**config.mk**
```make
export PLATFORM = sky130hd
export DESIGN_NAME = wr_resp_mem_flat
export DESIGN_NICKNAME = d
export VERILOG_FILES = /design/src/rtl/wr_resp_pkg.sv /design/src/rtl/wr_resp_mem_if.sv /design/src/rtl/wr_resp_mem_consec_wr_chk.sv /design/src/rtl/wr_resp_mem.sv /design/src/flat_wrapper.sv
export SDC_FILE = /design/constraint.sdc
export NUM_CORES = 2
export LEC_CHECK = 0
export BUFFER_PORTS_ARGS = -buffer_cell sky130_fd_sc_hd__buf_4
export CELL_PAD_IN_SITES_DETAIL_PLACEMENT = 1
export CELL_PAD_IN_SITES_GLOBAL_PLACEMENT = 2
export CORE_MARGIN = 2
export CORE_UTILIZATION = 49
export CTS_CLUSTER_DIAMETER = 60
export CTS_CLUSTER_SIZE = 20
export DETAILED_ROUTE_END_ITERATION = 12
export PLACE_DENSITY_LB_ADDON = 0.25
export RECOVER_POWER = 25
export SYNTH_ARGS = -nofsm -noshare
export SYNTH_HDL_FRONTEND = slang
export SYNTH_HIERARCHICAL = 1
export SYNTH_SLANG_ARGS = --single-unit
export TNS_END_PERCENT = 10
```
**constraint.sdc**
```tcl
create_clock -name clk -period 5.3 [get_ports clk]
set_input_delay 1.325 -clock clk [delete_from_list [all_inputs] [get_ports clk]]
set_output_delay 1.325 -clock clk [all_outputs]
set_load 0.005 [all_outputs]
```
**src/rtl/wr_resp_pkg.sv**
```systemverilog
// Shared widths, types and helpers for the wr_resp_mem write-responder slice.
package wr_resp_pkg;

  localparam int unsigned ADDR_W = 8;
  localparam int unsigned DATA_W = 16;
  localparam int unsigned CNT_W  = 8;

  typedef logic [ADDR_W-1:0] addr_t;
  typedef logic [DATA_W-1:0] data_t;
  typedef logic [CNT_W-1:0]  cnt_t;

  localparam cnt_t CNT_MAX = {CNT_W{1'b1}};

  function automatic cnt_t sat_inc(input cnt_t c);
    cnt_t r;
    if (c != CNT_MAX) begin
      r = c + cnt_t'(1);
    end else begin
      r = c;
    end
    return r;
  endfunction

endpackage

```
**src/rtl/wr_resp_mem_if.sv**
```systemverilog
// Write and read bus between an initiator (master) and the wr_resp_mem target (slave).
interface wr_resp_mem_if;
  import wr_resp_pkg::*;

  logic  wr_en;
  addr_t addr;
  data_t dat;
  logic  wr_ack;
  logic  rd_req;
  addr_t rd_addr;
  logic  rd_valid;
  data_t rd_data;

  modport master (
    output wr_en, addr, dat, rd_req, rd_addr,
    input  wr_ack, rd_valid, rd_data
  );

  modport slave (
    input  wr_en, addr, dat, rd_req, rd_addr,
    output wr_ack, rd_valid, rd_data
  );

endinterface

```
**src/rtl/wr_resp_mem_consec_wr_chk.sv**
```systemverilog
// Flags writes that repeat the previous write address; keeps sticky flag and saturating count.
module consec_wr_chk
  import wr_resp_pkg::*;
(
  input  logic  clk,
  input  logic  rst_n,
  input  logic  wr_en,
  input  addr_t addr,
  input  logic  err_clr,
  output logic  offend,
  output logic  consec_err,
  output logic  err_sticky,
  output cnt_t  err_cnt
);

  logic  prev_vld_q, prev_vld_d;
  addr_t prev_addr_q, prev_addr_d;
  logic  consec_err_q, consec_err_d;
  logic  err_sticky_q, err_sticky_d;
  cnt_t  err_cnt_q, err_cnt_d;

  // Detection and next-state for hazard tracking and error bookkeeping.
  always_comb begin
    offend       = wr_en & prev_vld_q & (addr == prev_addr_q);
    prev_vld_d   = prev_vld_q;
    prev_addr_d  = prev_addr_q;
    consec_err_d = offend;
    err_sticky_d = err_sticky_q;
    err_cnt_d    = err_cnt_q;

    if (wr_en) begin
      prev_vld_d  = 1'b1;
      prev_addr_d = addr;
    end else begin
      prev_vld_d  = prev_vld_q;
      prev_addr_d = prev_addr_q;
    end

    // A same-cycle clear loses to a new error: the count restarts at one.
    if (offend) begin
      err_sticky_d = 1'b1;
      if (err_clr) begin
        err_cnt_d = cnt_t'(1);
      end else begin
        err_cnt_d = sat_inc(err_cnt_q);
      end
    end else if (err_clr) begin
      err_sticky_d = 1'b0;
      err_cnt_d    = '0;
    end else begin
      err_sticky_d = err_sticky_q;
      err_cnt_d    = err_cnt_q;
    end
  end

  // State register.
  always_ff @(posedge clk or negedge rst_n) begin
    if (!rst_n) begin
      prev_vld_q   <= 1'b0;
      prev_addr_q  <= '0;
      consec_err_q <= 1'b0;
      err_sticky_q <= 1'b0;
      err_cnt_q    <= '0;
    end else begin
      prev_vld_q   <= prev_vld_d;
      prev_addr_q  <= prev_addr_d;
      consec_err_q <= consec_err_d;
      err_sticky_q <= err_sticky_d;
      err_cnt_q    <= err_cnt_d;
    end
  end

  assign consec_err = consec_err_q;
  assign err_sticky = err_sticky_q;
  assign err_cnt    = err_cnt_q;

endmodule

```
**src/rtl/wr_resp_mem.sv**
```systemverilog
// Write-responder storage target with one-cycle read port and consecutive-address checking.
// Define WR_RESP_DROP_CONSEC_EN to discard (and not ack) offending writes.
module wr_resp_mem
  import wr_resp_pkg::*;
(
  input  logic         clk,
  input  logic         rst_n,
  wr_resp_mem_if.slave bus,
  input  logic         err_clr,
  output logic         consec_err,
  output logic         err_sticky,
  output cnt_t         err_cnt
);

`ifdef WR_RESP_DROP_CONSEC_EN
  localparam logic DROP_CONSEC = 1'b1;
`else
  localparam logic DROP_CONSEC = 1'b0;
`endif

  localparam int unsigned DEPTH = 1 << ADDR_W;

  data_t mem [DEPTH];

  logic  offend;
  logic  commit;
  logic  wr_ack_q, wr_ack_d;
  logic  rd_valid_q, rd_valid_d;
  data_t rd_data_q, rd_data_d;

  consec_wr_chk u_chk (
    .clk        (clk),
    .rst_n      (rst_n),
    .wr_en      (bus.wr_en),
    .addr       (bus.addr),
    .err_clr    (err_clr),
    .offend     (offend),
    .consec_err (consec_err),
    .err_sticky (err_sticky),
    .err_cnt    (err_cnt)
  );

  assign commit = bus.wr_en & ~(DROP_CONSEC & offend);

  // Storage write port; contents deliberately survive reset.
  always_ff @(posedge clk) begin
    if (commit) begin
      mem[bus.addr] <= bus.dat;
    end
  end

  // Ack and read pipeline next-state; the array read sees pre-write contents.
  always_comb begin
    wr_ack_d   = commit;
    rd_valid_d = bus.rd_req;
    rd_data_d  = rd_data_q;
    if (bus.rd_req) begin
      rd_data_d = mem[bus.rd_addr];
    end else begin
      rd_data_d = rd_data_q;
    end
  end

  // Output registers.
  always_ff @(posedge clk or negedge rst_n) begin
    if (!rst_n) begin
      wr_ack_q   <= 1'b0;
      rd_valid_q <= 1'b0;
      rd_data_q  <= '0;
    end else begin
      wr_ack_q   <= wr_ack_d;
      rd_valid_q <= rd_valid_d;
      rd_data_q  <= rd_data_d;
    end
  end

  assign bus.wr_ack   = wr_ack_q;
  assign bus.rd_valid = rd_valid_q;
  assign bus.rd_data  = rd_data_q;

endmodule

```
**src/flat_wrapper.sv**
```systemverilog
// flat-port wrapper written by rule: the top's interface ports become plain ports
module wr_resp_mem_flat import wr_resp_pkg::*;
  (clk, rst_n, err_clr, consec_err, err_sticky, err_cnt, bus_wr_en, bus_addr, bus_dat, bus_rd_req, bus_rd_addr, bus_wr_ack, bus_rd_valid, bus_rd_data);
  wr_resp_mem_if bus_i ();
  input  logic clk;
  input  logic rst_n;
  input  logic err_clr;
  output logic consec_err;
  output logic err_sticky;
  output cnt_t err_cnt;
  input wire logic [$bits(bus_i.wr_en)-1:0] bus_wr_en;
  input wire logic [$bits(bus_i.addr)-1:0] bus_addr;
  input wire logic [$bits(bus_i.dat)-1:0] bus_dat;
  input wire logic [$bits(bus_i.rd_req)-1:0] bus_rd_req;
  input wire logic [$bits(bus_i.rd_addr)-1:0] bus_rd_addr;
  output wire logic [$bits(bus_i.wr_ack)-1:0] bus_wr_ack;
  output wire logic [$bits(bus_i.rd_valid)-1:0] bus_rd_valid;
  output wire logic [$bits(bus_i.rd_data)-1:0] bus_rd_data;
  assign bus_i.wr_en = bus_wr_en;
  assign bus_i.addr = bus_addr;
  assign bus_i.dat = bus_dat;
  assign bus_i.rd_req = bus_rd_req;
  assign bus_i.rd_addr = bus_rd_addr;
  assign bus_wr_ack = bus_i.wr_ack;
  assign bus_rd_valid = bus_i.rd_valid;
  assign bus_rd_data = bus_i.rd_data;
  wr_resp_mem u_core (.clk(clk), .rst_n(rst_n), .bus(bus_i), .err_clr(err_clr), .consec_err(consec_err), .err_sticky(err_sticky), .err_cnt(err_cnt));
endmodule
```
# Word level (Yosys, flattened, before mapping)
# Memory sizes are Yosys's and may differ from the RTL's. A register that Yosys moved wholly into a read port is not among the register bits.
# Index checks and enable logic that the tools add are counted.
[classes] mul=0 reduce_logical=4 add_sub_neg=1 magnitude_cmp=0 bitwise=2 div=0 n_eq_ne=2 mux=8 shift=0
[op_table] operator="8-bit 2-to-1 mux" count=4
[op_table] operator="8-bit by 1-bit adder with 8-bit output (second input constant)" count=1
[op_table] operator="8-bit equality test" count=1
[op_table] operator="8-bit != test (second input constant)" count=1
[op_table] operator="1-bit 2-to-1 mux" count=4
[op_table] operator="2-bit nonzero test" count=2
[op_table] operator="1-bit bitwise AND" count=2
[op_table] operator="2-bit AND reduction" count=1
[op_table] operator="1-bit zero test" count=1
[totals] reg_bits=21 latch_bits=0 input_bits=37 romBits=0 elab_cells=25 out_inout_bits=28 ram_bits=4096 n_memories=1
[memory_table] name="u_core.mem" words=256 width=16 rd=1 rd_ports_with_merged_regs=1 write_ports=1 line="wr_resp_mem.sv:23" rtl="data_t mem [DEPTH];"

# Depth between registers and ports, before layout
[logic_depth] word_depth=4 ltp_mapped=13 depth_no_buf=7

# Hierarchy
# The synthesis kept the hierarchy.
[modules_own_cells] mod="wr_resp_mem" cells_per_inst=7538 seq_area_each_um2=123448.4 area_each_um2=159163.9 instances=1
[modules_own_cells] mod="consec_wr_chk" cells_per_inst=83 seq_area_each_um2=475.5 area_each_um2=1022.2 instances=1

# Least setup slack after synthesis
# OpenSTA, ideal clock, no wires.
[synth_path] path_kind="input port to flip-flop" startpoint="input port bus_addr[0]" endpoint="memory u_core/mem[237][0] in the netlist's numbering, enable pin" t_required_ns=4.912 path_buffers=3 arrival_time_ns=3.101 slack_ns=1.810 path_stages=6 cell_sequence="clkbuf_1 -> nor2b_1 -> clkbuf_1 -> nand4_1 -> clkbuf_1 -> nor2_1"
[synth_rtl] element="start, declared" line="flat_wrapper.sv:12" rtl="input wire logic [$bits(bus_i.addr)-1:0] bus_addr;"
[synth_rtl] element="end, declared" line="wr_resp_mem.sv:23"
# No word-level cell before the write port.

# Worst setup path in the final report
[layout_path] startpoint="input port bus_dat[3]" endpoint="memory u_core/mem[24][3] in the netlist's numbering (data pin)"
[layout_rtl] element="start, declared" line="flat_wrapper.sv:13" rtl="input wire logic [$bits(bus_i.dat)-1:0] bus_dat;"
# No word-level cell before the write port.

==> impl_metrics.tcl <==
set metrics [dict create \
    post-route-period-util 0.902 \
    power.density_mw_per_mm2 356 \
    grt_pass1_wl_um 677000 \
    fmax_mhz 209 \
    gr-total-overflow 0 \
    hpwl_um 304000 \
    crit_arrival_ns 5.40 \
    finalHoldViolations 0 \
    ys.warnings.count 6 \
    synth_cells 7621 \
    yosysSeqAreaShare 0.774 \
    regArea_mm2 0.124 \
    setup_tns_ns 0 \
    path_cells "clkdlybuf4s25_1 > buf_4" \
    worstMarginPinSlew_ns 3.99 \
    die_area_mm2 0.332 \
    rsz0062_at_grt "no" \
    synth.net_count 7659 \
    design_area_mm2 0.180 \
    grt_max_degree 127 \
    holdCritPathClass "flop to flop" \
    drive_above_1_share 0.250 \
    cts_buffers 304 \
    portBuffers 64 \
    clock-sinks 4133 \
    fp.dieH_um 576 \
    crit_family "buffers and inverters" \
    ir_drop_mv 0.247 \
    multi_input_area_mm2 0.0333 \
    drc 0 \
    viasPerCell 6.54 \
    critPathBufInv 2 \
    die_x_um 576 \
    status "finished, violations left" \
    max_stage_delay_ns 2.89 \
    slew_violations 1915 \
    finalWirelength_um 485000 \
    grt_pass1_vias 84800 \
    clkSlewWorstSetupHoldPaths_ns 0.08 \
    cp_max_fo 84 \
    avgRoutedWirePerCell_um 37.9 \
    drtPass1Iterations 5 \
    synthArstFlopShare 0.00895 \
    cts_buffer_depth 4 \
    synth.distinct_cells 84 \
    cts_max_level 5 \
    rows 209 \
    relSlewSlack -1.66 \
    syn_avg_cell_area_um2 21.0 \
    ios 65 \
    ctsRootBufferMaster "clkbuf_16" \
    clock_latency_ns 0.94 \
    synth_flop_cell "edfxtp_1" \
    via_count 83800 \
    ant_nets 0 \
    critPathKind "input pin to flop" \
    setup_violations 0 \
    required_ns 5.92 \
    holdBufCountCts 0 \
    postCtsSetupRepairBufs 0 \
    num-fill-cells 28000 \
    num-nets-final 8284 \
    syn_area_mm2 0.160 \
    drt-initial-drc-count 11300 \
    worstSetupEndpointType "flop" \
    tritoncts "yes" \
    crit_slowest_cell "clkdlybuf4s25_1" \
    antenna_found_initial 33 \
    ctsResizeCount 0 \
    gp_congestion 0.895 \
    power_leakage_uw 0.0576 \
    synth_edf_count 4096 \
    grt_use_total 0.292 \
    synth_seq_cells 4133 \
    period_needed_ns 4.78 \
    area.growth.synth_to_final_pct 12.1 \
    post_dp_cell_area_mm2 0.170 \
    start_kind "input pin" \
    cap_violations 21 \
    skew_ns 0.0417 \
    start_util 0.493 \
    core_mm2 0.325 \
    violations "capacitance limit, slew limit" \
]
==> cell type report <==
type,instances,area share
antenna,13,0.000181
clock buffer,340,0.0443
clock inverter,190,0.0121
inverter,17,0.000397
multi-input combinational,3009,0.185
sequential,4133,0.690
tap,4325,0.0301
timing repair buffer,781,0.0377
==> synth_stat cells (5+ instances only) <==
cell,number,share of area
clkbuf_1,168,0.0039
edfxtp_1,4096,0.77
buf_6,76,0.0053
nor2_1,311,0.0073
buf_2,102,0.0032
inv_1,16,0.00037
dfrtp_1,37,0.0058
a2111oi_0,34,0.0019
o211ai_1,10,0.00047
xnor2_1,8,0.00044
nand2b_1,5,0.00020
a211oi_1,73,0.0034
a211o_1,8,0.00044
or3_1,13,0.00051
a22o_1,26,0.0014
mux2i_1,608,0.038
mux2_2,49,0.0034
nor4_1,17,0.00066
and2_1,16,0.00062
a22oi_1,103,0.0048
nand2_1,189,0.0044
o21ai_0,95,0.0030
and3_1,10,0.00039
nor3_1,54,0.0017
nor2b_1,16,0.00062
buf_1,17,0.00040
nand3_1,58,0.0018
buf_12,11,0.0014
o221ai_1,112,0.0061
buf_8,34,0.0032
nand4_1,29,0.0011
o21ai_1,5,0.00016
mux4_1,54,0.0089
o31ai_1,6,0.00028
a221oi_1,21,0.0011
mux4_2,682,0.096
o221ai_2,9,0.00084
buf_4,46,0.0022
a21oi_1,102,0.0032
o22ai_1,199,0.0078
a31oi_1,18,0.00070
==> path summary, 6_finish.rpt <==
kind	from	end	slack, ns	cells past startpoint
hold reg to reg	u_core/u_chk/prev_vld_q$_DFFE_PN0P_	u_core/u_chk/prev_vld_q$_DFFE_PN0P_	0.50	1
setup reg to reg	u_core/mem[23][6]$_DFFE_PP_	u_core/bus.rd_data[6]$_DFFE_PN0P_	2.02	7
setup / recovery	bus_dat[3]	u_core/mem[24][3]$_DFFE_PP_	0.52	2
min in group asynchronous	rst_n	u_core/bus.rd_data[13]$_DFFE_PN0P_	1.70	1
max in group asynchronous	rst_n	u_core/u_chk/prev_addr_q[1]$_DFFE_PN0P_	1.41	1
hold / removal	u_core/u_chk/prev_vld_q$_DFFE_PN0P_	u_core/u_chk/prev_vld_q$_DFFE_PN0P_	0.50	1
==> per-layer routing <==
metal / share of wire / vias to the layer above / GRT usage
met5: 0.000076 / - / 0
met4: 0.042 / 6 / 0.105
met3: 0.087 / 763 / 0.0447
met2: 0.47 / 4162 / 0.462
met1: 0.40 / 45800 / 0.414
li1: - / 33100 / -
==> through the flow <==
| step | std cells | utilization | power, uW | worst slack [ns] | hold WS, ns |
|---|---|---|---|---|---|
| 2_1_floorplan | 7621 | - | 38500 | 1.81 | 0.439 |
| 3_3_place_gp | 12300 | 0.522 | 40300 | -0.477 | 0.459 |
| 3_5_place_dp | 12300 | 0.522 | 40400 | -0.246 | 0.467 |
| 4_1_cts | 12800 | 0.554 | 64300 | 0.757 | 0.471 |
| 5_1_grt | 12800 | 0.553 | 65500 | 0.337 | 0.515 |
| 6_report | 12800 | 0.553 | 64000 | 0.519 | 0.502 |
==> cell usage in the layout (no fill, tap or decap), types with 37 or more instances in the layout <==
| cell | synthesis | final |
|---|---|---|
| dfrtp_1 | 37 | 37 |
| nor3_1 | 54 | 54 |
| o21ai_0 | 95 | 94 |
| edfxtp_1 | 4096 | 4096 |
| mux2_2 | 49 | 49 |
| buf_4 | 46 | 678 |
| o22ai_1 | 199 | 199 |
| mux4_2 | 682 | 682 |
| nand3_1 | 58 | 56 |
| clkbuf_16 | 0 | 313 |
| nor2_1 | 311 | 234 |
| a21oi_1 | 102 | 102 |
| mux4_1 | 54 | 54 |
| nor2_2 | 0 | 75 |
| o221ai_1 | 112 | 112 |
| nand2_1 | 189 | 189 |
| a22oi_1 | 103 | 103 |
| mux2i_1 | 608 | 608 |
| a211oi_1 | 73 | 73 |
| inv_6 | 0 | 38 |
| buf_12 | 11 | 73 |
==> cell families after synthesis <==
| group | after synthesis | synth area share |
|---|---|---|
| flops | 4133 | 0.774 |
| buf+inv | 479 | 0.0205 |
| mux | 1395 | 0.146 |
| xor+xnor | 8 | 0.000437 |
| fa+ha+maj | 1 | 0.0000781 |
| compound gates | 849 | 0.0375 |
| simple gates | 756 | 0.0215 |
==> state kept, by name (all words and copies together), names as in the netlist <==
signal,flops
u_core/u_chk/err_cnt,8
u_core/u_chk/prev_addr_q,8
u_core/u_chk/prev_vld_q,1
u_core/u_chk/err_sticky,1
u_core/bus.wr_ack,1
u_core/u_chk/consec_err,1
u_core/bus.rd_valid,1
u_core/mem,4096
u_core/bus.rd_data,16
==> where the power goes <==
part,switching (uW),total (uW),internal [uW]
sequential,103,36100,36000
clock,12100,24300,12200
combinational,2420,3600,1180
Note: power is estimated with default switching activity, not from simulation.
